<file path="src/rtl/alu_result_pkg.sv">
// Shared constants and the packed writeback entry for the ALU result stage.
package alu_result_pkg;

  localparam int DATA_W = 16;
  localparam int FLAG_W = 3;
  localparam int WNUM_W = 3;

  localparam int FLAG_N = 2;
  localparam int FLAG_V = 1;
  localparam int FLAG_Z = 0;

  typedef struct packed {
    logic [DATA_W-1:0] data;
    logic [FLAG_W-1:0] z;
    logic [WNUM_W-1:0] wnum;
    logic              write;
    logic              loads;
  } entry_t;

endpackage

</file>
<file path="src/rtl/alu_result_fifo.sv">
// Two-entry valid/ready skid FIFO carrying an alu_result_pkg::entry_t.
// Ready/valid are pure functions of the registered occupancy.
module alu_result_fifo
  import alu_result_pkg::*;
#(
  parameter int DEPTH = 2
) (
  input  logic       clk,
  input  logic       reset,
  input  logic       in_valid,
  output logic       in_ready,
  input  entry_t     in_entry,
  output logic       out_valid,
  input  logic       out_ready,
  output entry_t     out_entry,
  output logic [1:0] count
);

  generate
    if (DEPTH != 2) begin : g_depth_check
      $error("alu_result_fifo supports DEPTH = 2 only");
    end
  endgenerate

  entry_t     mem_r [2];
  logic       wr_ptr_r;
  logic       rd_ptr_r;
  logic [1:0] count_r;
  logic [1:0] count_nxt_s;
  logic       push_s;
  logic       pop_s;

  assign in_ready  = (count_r != 2'd2);
  assign out_valid = (count_r != 2'd0);
  assign push_s    = in_valid & in_ready;
  assign pop_s     = out_valid & out_ready;
  assign out_entry = mem_r[rd_ptr_r];
  assign count     = count_r;

  // Next occupancy from the push/pop pair; push-and-pop leaves it unchanged.
  always_comb begin
    count_nxt_s = count_r;
    case ({push_s, pop_s})
      2'b10:   count_nxt_s = count_r + 2'd1;
      2'b01:   count_nxt_s = count_r - 2'd1;
      default: count_nxt_s = count_r;
    endcase
  end

  // Storage, pointers and occupancy registers.
  always_ff @(posedge clk or posedge reset) begin
    if (reset) begin
      for (int i = 0; i < 2; i++) begin
        mem_r[i] <= '0;
      end
      wr_ptr_r <= 1'b0;
      rd_ptr_r <= 1'b0;
      count_r  <= 2'd0;
    end else begin
      if (push_s) begin
        mem_r[wr_ptr_r] <= in_entry;
        wr_ptr_r        <= ~wr_ptr_r;
      end
      if (pop_s) begin
        rd_ptr_r <= ~rd_ptr_r;
      end
      count_r <= count_nxt_s;
    end
  end

endmodule

</file>
<file path="src/rtl/alu_result_stage.sv">
// ALU result stage: skid FIFO toward register-file writeback plus the committed status register.
// Optional sticky-overflow flag is enabled by defining STICKY_OVF_EN.
module alu_result_stage
  import alu_result_pkg::*;
#(
  parameter int DEPTH = 2
) (
  input  logic              clk,
  input  logic              reset,
  input  logic              in_valid,
  output logic              in_ready,
  input  logic [DATA_W-1:0] in_out,
  input  logic [FLAG_W-1:0] in_z,
  input  logic [WNUM_W-1:0] in_wnum,
  input  logic              in_write,
  input  logic              in_loads,
  output logic              out_valid,
  input  logic              out_ready,
  output logic [DATA_W-1:0] out_data,
  output logic [WNUM_W-1:0] out_wnum,
  output logic              out_write,
  output logic [FLAG_W-1:0] status,
  output logic [1:0]        count,
  output logic              sticky_v,
  input  logic              clr_sticky
);

  entry_t            in_entry_s;
  entry_t            head_s;
  logic              pop_s;
  logic [FLAG_W-1:0] status_r;

  assign in_entry_s = '{data: in_out, z: in_z, wnum: in_wnum, write: in_write, loads: in_loads};

  alu_result_fifo #(.DEPTH(DEPTH)) u_fifo (
    .clk       (clk),
    .reset     (reset),
    .in_valid  (in_valid),
    .in_ready  (in_ready),
    .in_entry  (in_entry_s),
    .out_valid (out_valid),
    .out_ready (out_ready),
    .out_entry (head_s),
    .count     (count)
  );

  assign pop_s     = out_valid & out_ready;
  assign out_data  = head_s.data;
  assign out_wnum  = head_s.wnum;
  assign out_write = head_s.write & out_valid;
  assign status    = status_r;

  // Architectural flags follow commit order: only a popped loads entry changes them.
  always_ff @(posedge clk or posedge reset) begin
    if (reset) begin
      status_r <= '0;
    end else if (pop_s && head_s.loads) begin
      status_r <= head_s.z;
    end else begin
      status_r <= status_r;
    end
  end

`ifdef STICKY_OVF_EN
  logic sticky_r;
  logic sticky_set_s;

  assign sticky_set_s = pop_s & head_s.loads & head_s.z[FLAG_V];
  assign sticky_v     = sticky_r;

  // Sticky overflow; a set in the same cycle as a clear wins.
  always_ff @(posedge clk or posedge reset) begin
    if (reset) begin
      sticky_r <= 1'b0;
    end else if (sticky_set_s) begin
      sticky_r <= 1'b1;
    end else if (clr_sticky) begin
      sticky_r <= 1'b0;
    end else begin
      sticky_r <= sticky_r;
    end
  end
`else
  logic unused_clr_s;

  assign unused_clr_s = clr_sticky;
  assign sticky_v     = 1'b0;
`endif

endmodule

</file>
<file path="config.mk">
export PLATFORM = sky130hd
export DESIGN_NAME = alu_result_stage
export DESIGN_NICKNAME = d
export VERILOG_FILES = /design/src/rtl/alu_result_pkg.sv /design/src/rtl/alu_result_fifo.sv /design/src/rtl/alu_result_stage.sv
export SDC_FILE = /design/constraint.sdc
export NUM_CORES = 1
export LEC_CHECK = 0
export ABC_CLOCK_PERIOD_IN_PS = 2300
export BUFFER_PORTS_ARGS = -buffer_cell sky130_fd_sc_hd__buf_2
export CAP_MARGIN = 10
export CORE_MARGIN = 2
export CORE_UTILIZATION = 30
export DETAILED_ROUTE_END_ITERATION = 10
export PLACE_DENSITY_LB_ADDON = 0.25
export SLEW_MARGIN = 15
export SYNTH_ARGS = -nofsm -noshare
export SYNTH_HDL_FRONTEND = slang
export SYNTH_HIERARCHICAL = 1
export SYNTH_SLANG_ARGS = --single-unit
</file>
<file path="constraint.sdc">
create_clock -name clk -period 2.3 [get_ports clk]
set_clock_uncertainty 0.2 [all_clocks]
set_input_delay 0.46 -clock clk [delete_from_list [all_inputs] [get_ports clk]]
set_output_delay 0.46 -clock clk [all_outputs]
set_load 0.005 [all_outputs]
</file>
==> results of run 1 <==
-- cell usage after synthesis --
library cell,number,share of area [%]
and2_1,1,0.25
and2_2,1,0.30
and3_4,1,0.45
buf_12,2,1.6
buf_2,2,0.40
buf_4,3,0.89
buf_6,1,0.45
clkbuf_1,1,0.15
conb_1,1,0.15
dfrtp_1,55,55
ha_1,1,0.50
inv_1,2,0.30
mux2_2,55,25
mux2_4,20,12
nand2_1,1,0.15
nand2b_4,1,0.54
nand3_2,1,0.40
nand3b_2,1,0.45
nor2_1,1,0.15
or2_2,1,0.25
xnor2_1,3,1.0
xor2_1,2,0.69
-- logic make-up after synthesis --
group	after synthesis	synth area share [%]
flops	55	54.5
mux	75	36.4
buf+inv	11	3.77
xor+xnor	5	1.73
simple gates	9	2.92
other cells	1	0.149
fa+ha+maj	1	0.495
-- how the worst max path moves through the flow --
stage	startpoint	end	slack, ns	depth (start not counted)
2_1_floorplan	u_fifo/rd_ptr_r	out_write	0.36	4
3_3_place_gp	u_fifo/rd_ptr_r	out_data[4]	0.39	3
3_5_place_dp	u_fifo/rd_ptr_r	out_data[4]	0.38	3
4_1_cts	u_fifo/rd_ptr_r	out_data[2]	0.03	3
5_1_grt	u_fifo/rd_ptr_r	out_data[0]	0.07	3
6_report	u_fifo/rd_ptr_r	out_data[4]	0.17	3
-- area by class of cell --
type                            instances  share of cell area [%]
Clock buffer                            6                    2.41
Clock inverter                          1                   0.998
Inverter                                2                   0.250
Multi-Input combinational cell         91                    35.0
Sequential cell                        55                    45.8
Tap cell                              105                    4.37
Timing Repair Buffer                   59                    11.1
-- routing by layer --
metal | track usage (%) | part of all wire [%] | up-vias
li1 | - | - | 658
met1 | 15.9 | 51 | 682
met2 | 15.4 | 41 | 44
met3 | 3.52 | 7.1 | 5
met4 | 3.21 | 0.83 | 0
met5 | 0 | 0 | -
-- stage by stage --
step / total power, mW / hold slack, ns
after floorplan: 3.19 / 0.0136
after global placement: 3.74 / 0.153
after detailed placement: 3.77 / 0.149
after CTS: 4.42 / 0.184
after global routing: 4.68 / 0.177
final: 4.33 / 0.197
-- state kept, by name, indices dropped and copies added, names as in the netlist --
name             count
status               3
u_fifo/count         2
u_fifo/mem_r        48
u_fifo/rd_ptr_r      1
u_fifo/wr_ptr_r      1
-- repair_timing --
item                                    in CTS  in global routing
hold endpoints to repair                     3                  0
hold buffers                                 1                  0
resized for setup                            0                  1
endpoints found under the setup margin       0                  7
-- power groups by stage --
stage,sequential (mW),combinational (mW),clock (mW)
2_1_floorplan,1.67,1.52,0
3_3_place_gp,1.75,1.99,0
3_5_place_dp,1.76,2.02,0
4_1_cts,1.74,2.03,0.647
5_1_grt,1.81,2.18,0.697
6_report,1.74,1.98,0.612
-- worst max-delay path, cell delays in order, from the launching register on --
cell,delay (ns)
dfrtp_2,0.45
buf_4,0.24
mux2_2,0.35
buf_2,0.13
==> results.tsv, run 1 <==
metric	value	unit
run status	complete, no violations	
diodes inserted	0	
post-place instance area	2890	um2
Worst IR Drop VDD	778	uV
Port-buffer cells	54	
FP Rows	33	
Hold Violations, Final	0	
Clk pin slew, worst setup/hold paths	0.10	ns
Setup Crit Path Kind	reg -> out	
Final setup viols	0	
syn_area_per_cell	16.1	um2
GPL Wtd Cong	0.636	
vias in the first global route	1431	
ANT nets after route	0	
IO Pins	57	
Sink Count	55	
Hold Crit Start	in_out[14]	
width of the chip	95.7	um
Clk pwr share	14.1	%
pin count of the biggest net entering global routing	53	
switching part of the total power	29.3	%
kind of end point of the critical path	output port	
most common cell after layout, fill and taps aside	mux2_2	
WP data required	1.64	ns
Worst-Skew Late Latency	0.29	ns
mapped cell area	2520	um2
final WL	4600	um
# nets final	244	
GRT overflow	0	
Achievable Freq	0.469	GHz
reg2reg start	u_fifo/count[1]	
Final HPWL DP	3150	um
fin area	3010	um2
syn_nets	187	
DIE AREA	9170	um2
CTS Root Cell	clkbuf_8	
via count	1389	
power density over the cells	1440	nW/um2
CTS tree	built	
cts bufs inserted	5	
Filler cells	803	
P&R area growth vs syn	19.1	%
RSZ-0062 raised after global routing	false	
period utilisation layout	92.7	%
leakage power	1.39	nW
Setup WS post-layout	0.169	ns
wire per inst	14.4	um
FF/Latch Area	1380	um2
initial antenna violation count	0	
post-layout utilization of the core	36.8	%
max-cap violation count	0	
hold depth	2	
post-synthesis register bit count	55	
startpoint type of the worst setup path	flip-flop	
Setup Total Neg Slack	0	ns
critical path arrival	1.47	ns
max-slew violations	0	
DRC viols	0	
# Post-CTS Setup Buffers	0	
post-synth cell types	22	
Clock Path Buffers	2	
Die Y	95.7	um
first-pass GRT wire length	7430	um
initial drt markers	18	
reg2reg end	u_fifo/count[1]	
dpl ws	0.377	ns
most frequent cells in the layout	mux2_2, buf_2, dfrtp_1	
layout cells sized above 1	68.7	%
initial core utilization	30.9	%
Pre-antenna DRT Iters	3	
Sequential Power Share	40.2	%
Multi-input gate area	1050	um2
reg2reg path depth	5	
Pint	3.06	mW
final std cells w/o fill	319	
Placed Cells	311	
Psw	1.27	mW
routed vias/inst	4.35	
Worst R2R Setup Slack	0.43	ns
Comb pwr share	45.6	%
hold worst-path end	u_fifo/mem_r[22]	
yosys warns	6	
H-tree Lvls	2	
Syn Inst Count	157	
GRT Util Overall	10.9	%
Seq/Total Area, Yosys	54.5	%
core footprint	8180	um2
Crit Path Max Fanout	11	
worst hold path type	in -> reg	
minimum clock period	2.13	ns
(Power assumes the default switching activity.)
==> run 2, diff against run 1 <==
==> constraint.sdc (replaced) <==
create_clock -name clk -period 2.3 [get_ports clk]
set_clock_uncertainty 0.2 [all_clocks]
set_input_delay 0.46 -clock clk [delete_from_list [all_inputs] [get_ports clk]]
set_output_delay 0.46 -clock clk [all_outputs]
set_load 0.02 [all_outputs]
==> results.tsv, run 2 (same netlist as run 1, synthesis figures left out) <==
metric	value	unit	change
run status	complete, no violations		unchanged
Placed Cells	312		was 311
worst slew pin tran	0.508	ns	
switching part of the total power	35.8	%	was 29.3%
DRC viols	0		unchanged
GRT Util Overall	11.0	%	was 10.9%
WP data required	1.64	ns	about the same
GPL Wtd Cong	0.623		was 0.636
CTS Root Cell	clkbuf_8		unchanged
RSZ-0062 raised after global routing	false		unchanged
# nets final	245		was 244
vias in the first global route	1533		was 1431
Worst-Skew Late Latency	0.30	ns	was 0.29 ns
final WL	4650	um	was 4600 um
H-tree Lvls	2		unchanged
FP Rows	33		unchanged
pin count of the biggest net entering global routing	53		unchanged
critical path arrival	1.53	ns	was 1.47 ns
Crit Path Max Fanout	8		was 11
kind of end point of the critical path	output port		unchanged
diodes inserted	0		unchanged
Largest register FFs	48		unchanged
Clk pin slew, worst setup/hold paths	0.10	ns	about the same
cts bufs inserted	5		unchanged
leakage power	1.39	nW	about the same
most frequent cells in the layout	mux2_2, dfrtp_1, buf_2		was mux2_2, buf_2, dfrtp_1
DIE AREA	9170	um2	unchanged
Setup Crit Path Kind	reg -> out		unchanged
initial core utilization	30.9	%	unchanged
initial drt markers	25		was 18
WHS	0.193	ns	was 0.197 ns
Setup Total Neg Slack	0	ns	unchanged
max-slew violations	0		unchanged
width of the chip	95.7	um	unchanged
Critical Path Start	u_fifo/rd_ptr_r		unchanged
Hold Violations, Final	0		unchanged
hold worst-path end	u_fifo/mem_r[6]		was u_fifo/mem_r[22]
Final HPWL DP	3140	um	was 3150 um
initial antenna violation count	0		unchanged
hold depth	2		unchanged
Port-buffer cells	54		unchanged
Worst R2R Setup Slack	0.41	ns	was 0.43 ns
wire per inst	14.5	um	was 14.4 um
routed vias/inst	4.46		was 4.35
P&R area growth vs syn	18.8	%	was 19.1%
largest register by flop count	u_fifo/mem_r		unchanged
Comb pwr share	51.7	%	was 45.6%
CTS tree	built		unchanged
power density over the cells	1560	nW/um2	was 1440 nW/um2
max-cap violation count	0		unchanged
fin area	3000	um2	was 3010 um2
post-place instance area	2900	um2	was 2890 um2
Pint	3.00	mW	was 3.06 mW
reg2reg start	u_fifo/count[0]		was u_fifo/count[1]
Clock Path Buffers	2		unchanged
minimum clock period	2.19	ns	was 2.13 ns
first-pass GRT wire length	7630	um	was 7430 um
GRT overflow	0		unchanged
reg2reg path depth	5		unchanged
layout cells sized above 1	68.8	%	was 68.7%
Pre-antenna DRT Iters	3		unchanged
startpoint type of the worst setup path	flip-flop		unchanged
Final setup viols	0		unchanged
Sink Count	55		unchanged
Psw	1.68	mW	was 1.27 mW
reg2reg end	u_fifo/count[1]		unchanged
Max-Slew Margin vs Limit	66.1	%	
ANT nets after route	0		unchanged
Clk pwr share	11.4	%	was 14.1%
period utilisation layout	95.4	%	was 92.7%
via count	1426		was 1389
final std cells w/o fill	320		was 319
IO Pins	57		unchanged
core footprint	8180	um2	unchanged
Hold Crit Start	in_z[1]		was in_out[14]
Worst IR Drop VDD	766	uV	was 778 uV
worst hold path type	in -> reg		unchanged
Sequential Power Share	36.9	%	was 40.2%
Achievable Freq	0.456	GHz	was 0.469 GHz
Die Y	95.7	um	unchanged
run 2: how the worst max path moves through the flow:
| stage | to | slack, ns |
|---|---|---|
| detailed placement | u_fifo/count[1] | 0.42 |
| finish | out_write | 0.11 |
| global route | out_write | 0.007 |
| CTS | out_write | 0.08 |
| floorplan | out_write | 0.32 |
| global placement | out_write | 0.43 |
run 2: repair_timing:
item / in CTS / in global routing
buffers inserted: 0 / 0
endpoints found under the hold margin: 5 / 0
hold buffers: 1 / 0
resized for setup: 0 / 0
run 2: worst max-delay path: stages (launching register included):
cell     delay, ns
dfrtp_1       0.37
buf_4         0.19
mux2_2        0.36
and2_2        0.17
buf_2         0.15
run 2: per-layer routing:
metal  up-vias  share of wire, %  track usage, %
li1        658                 -               -
met2        46                43            15.9
met1       714                49            16.0
met5         -                 0               0
met3         8               6.7            3.37
met4         0               1.2            2.86
run 2: final cells by class:
class,count,area (um2)
clock buffer,6,82.6
clock inverter,1,5.00
fill,807,5180
inverter,2,7.51
multi-input combinational,91,1050
sequential,55,1380
tap,105,131
timing repair buffer,60,343
run 2: power by group through the flow:
stage	clock network, mW	logic [mW]	registers (mW)
floorplan	0	1.88	1.72
global placement	0	2.43	1.73
detailed placement	0	2.45	1.74
CTS	0.566	2.46	1.73
global route	0.606	2.61	1.80
finish	0.533	2.42	1.73
run 2: metrics by stage:
stage | total power [mW] | util, % | setup slack [ns]
2_1_floorplan | 3.60 | - | 0.320
3_3_place_gp | 4.16 | 35.5 | 0.427
3_5_place_dp | 4.19 | 35.5 | 0.419
4_1_cts | 4.75 | 36.7 | 0.0801
5_1_grt | 5.01 | 36.7 | 0.00673
6_report | 4.68 | 36.7 | 0.105
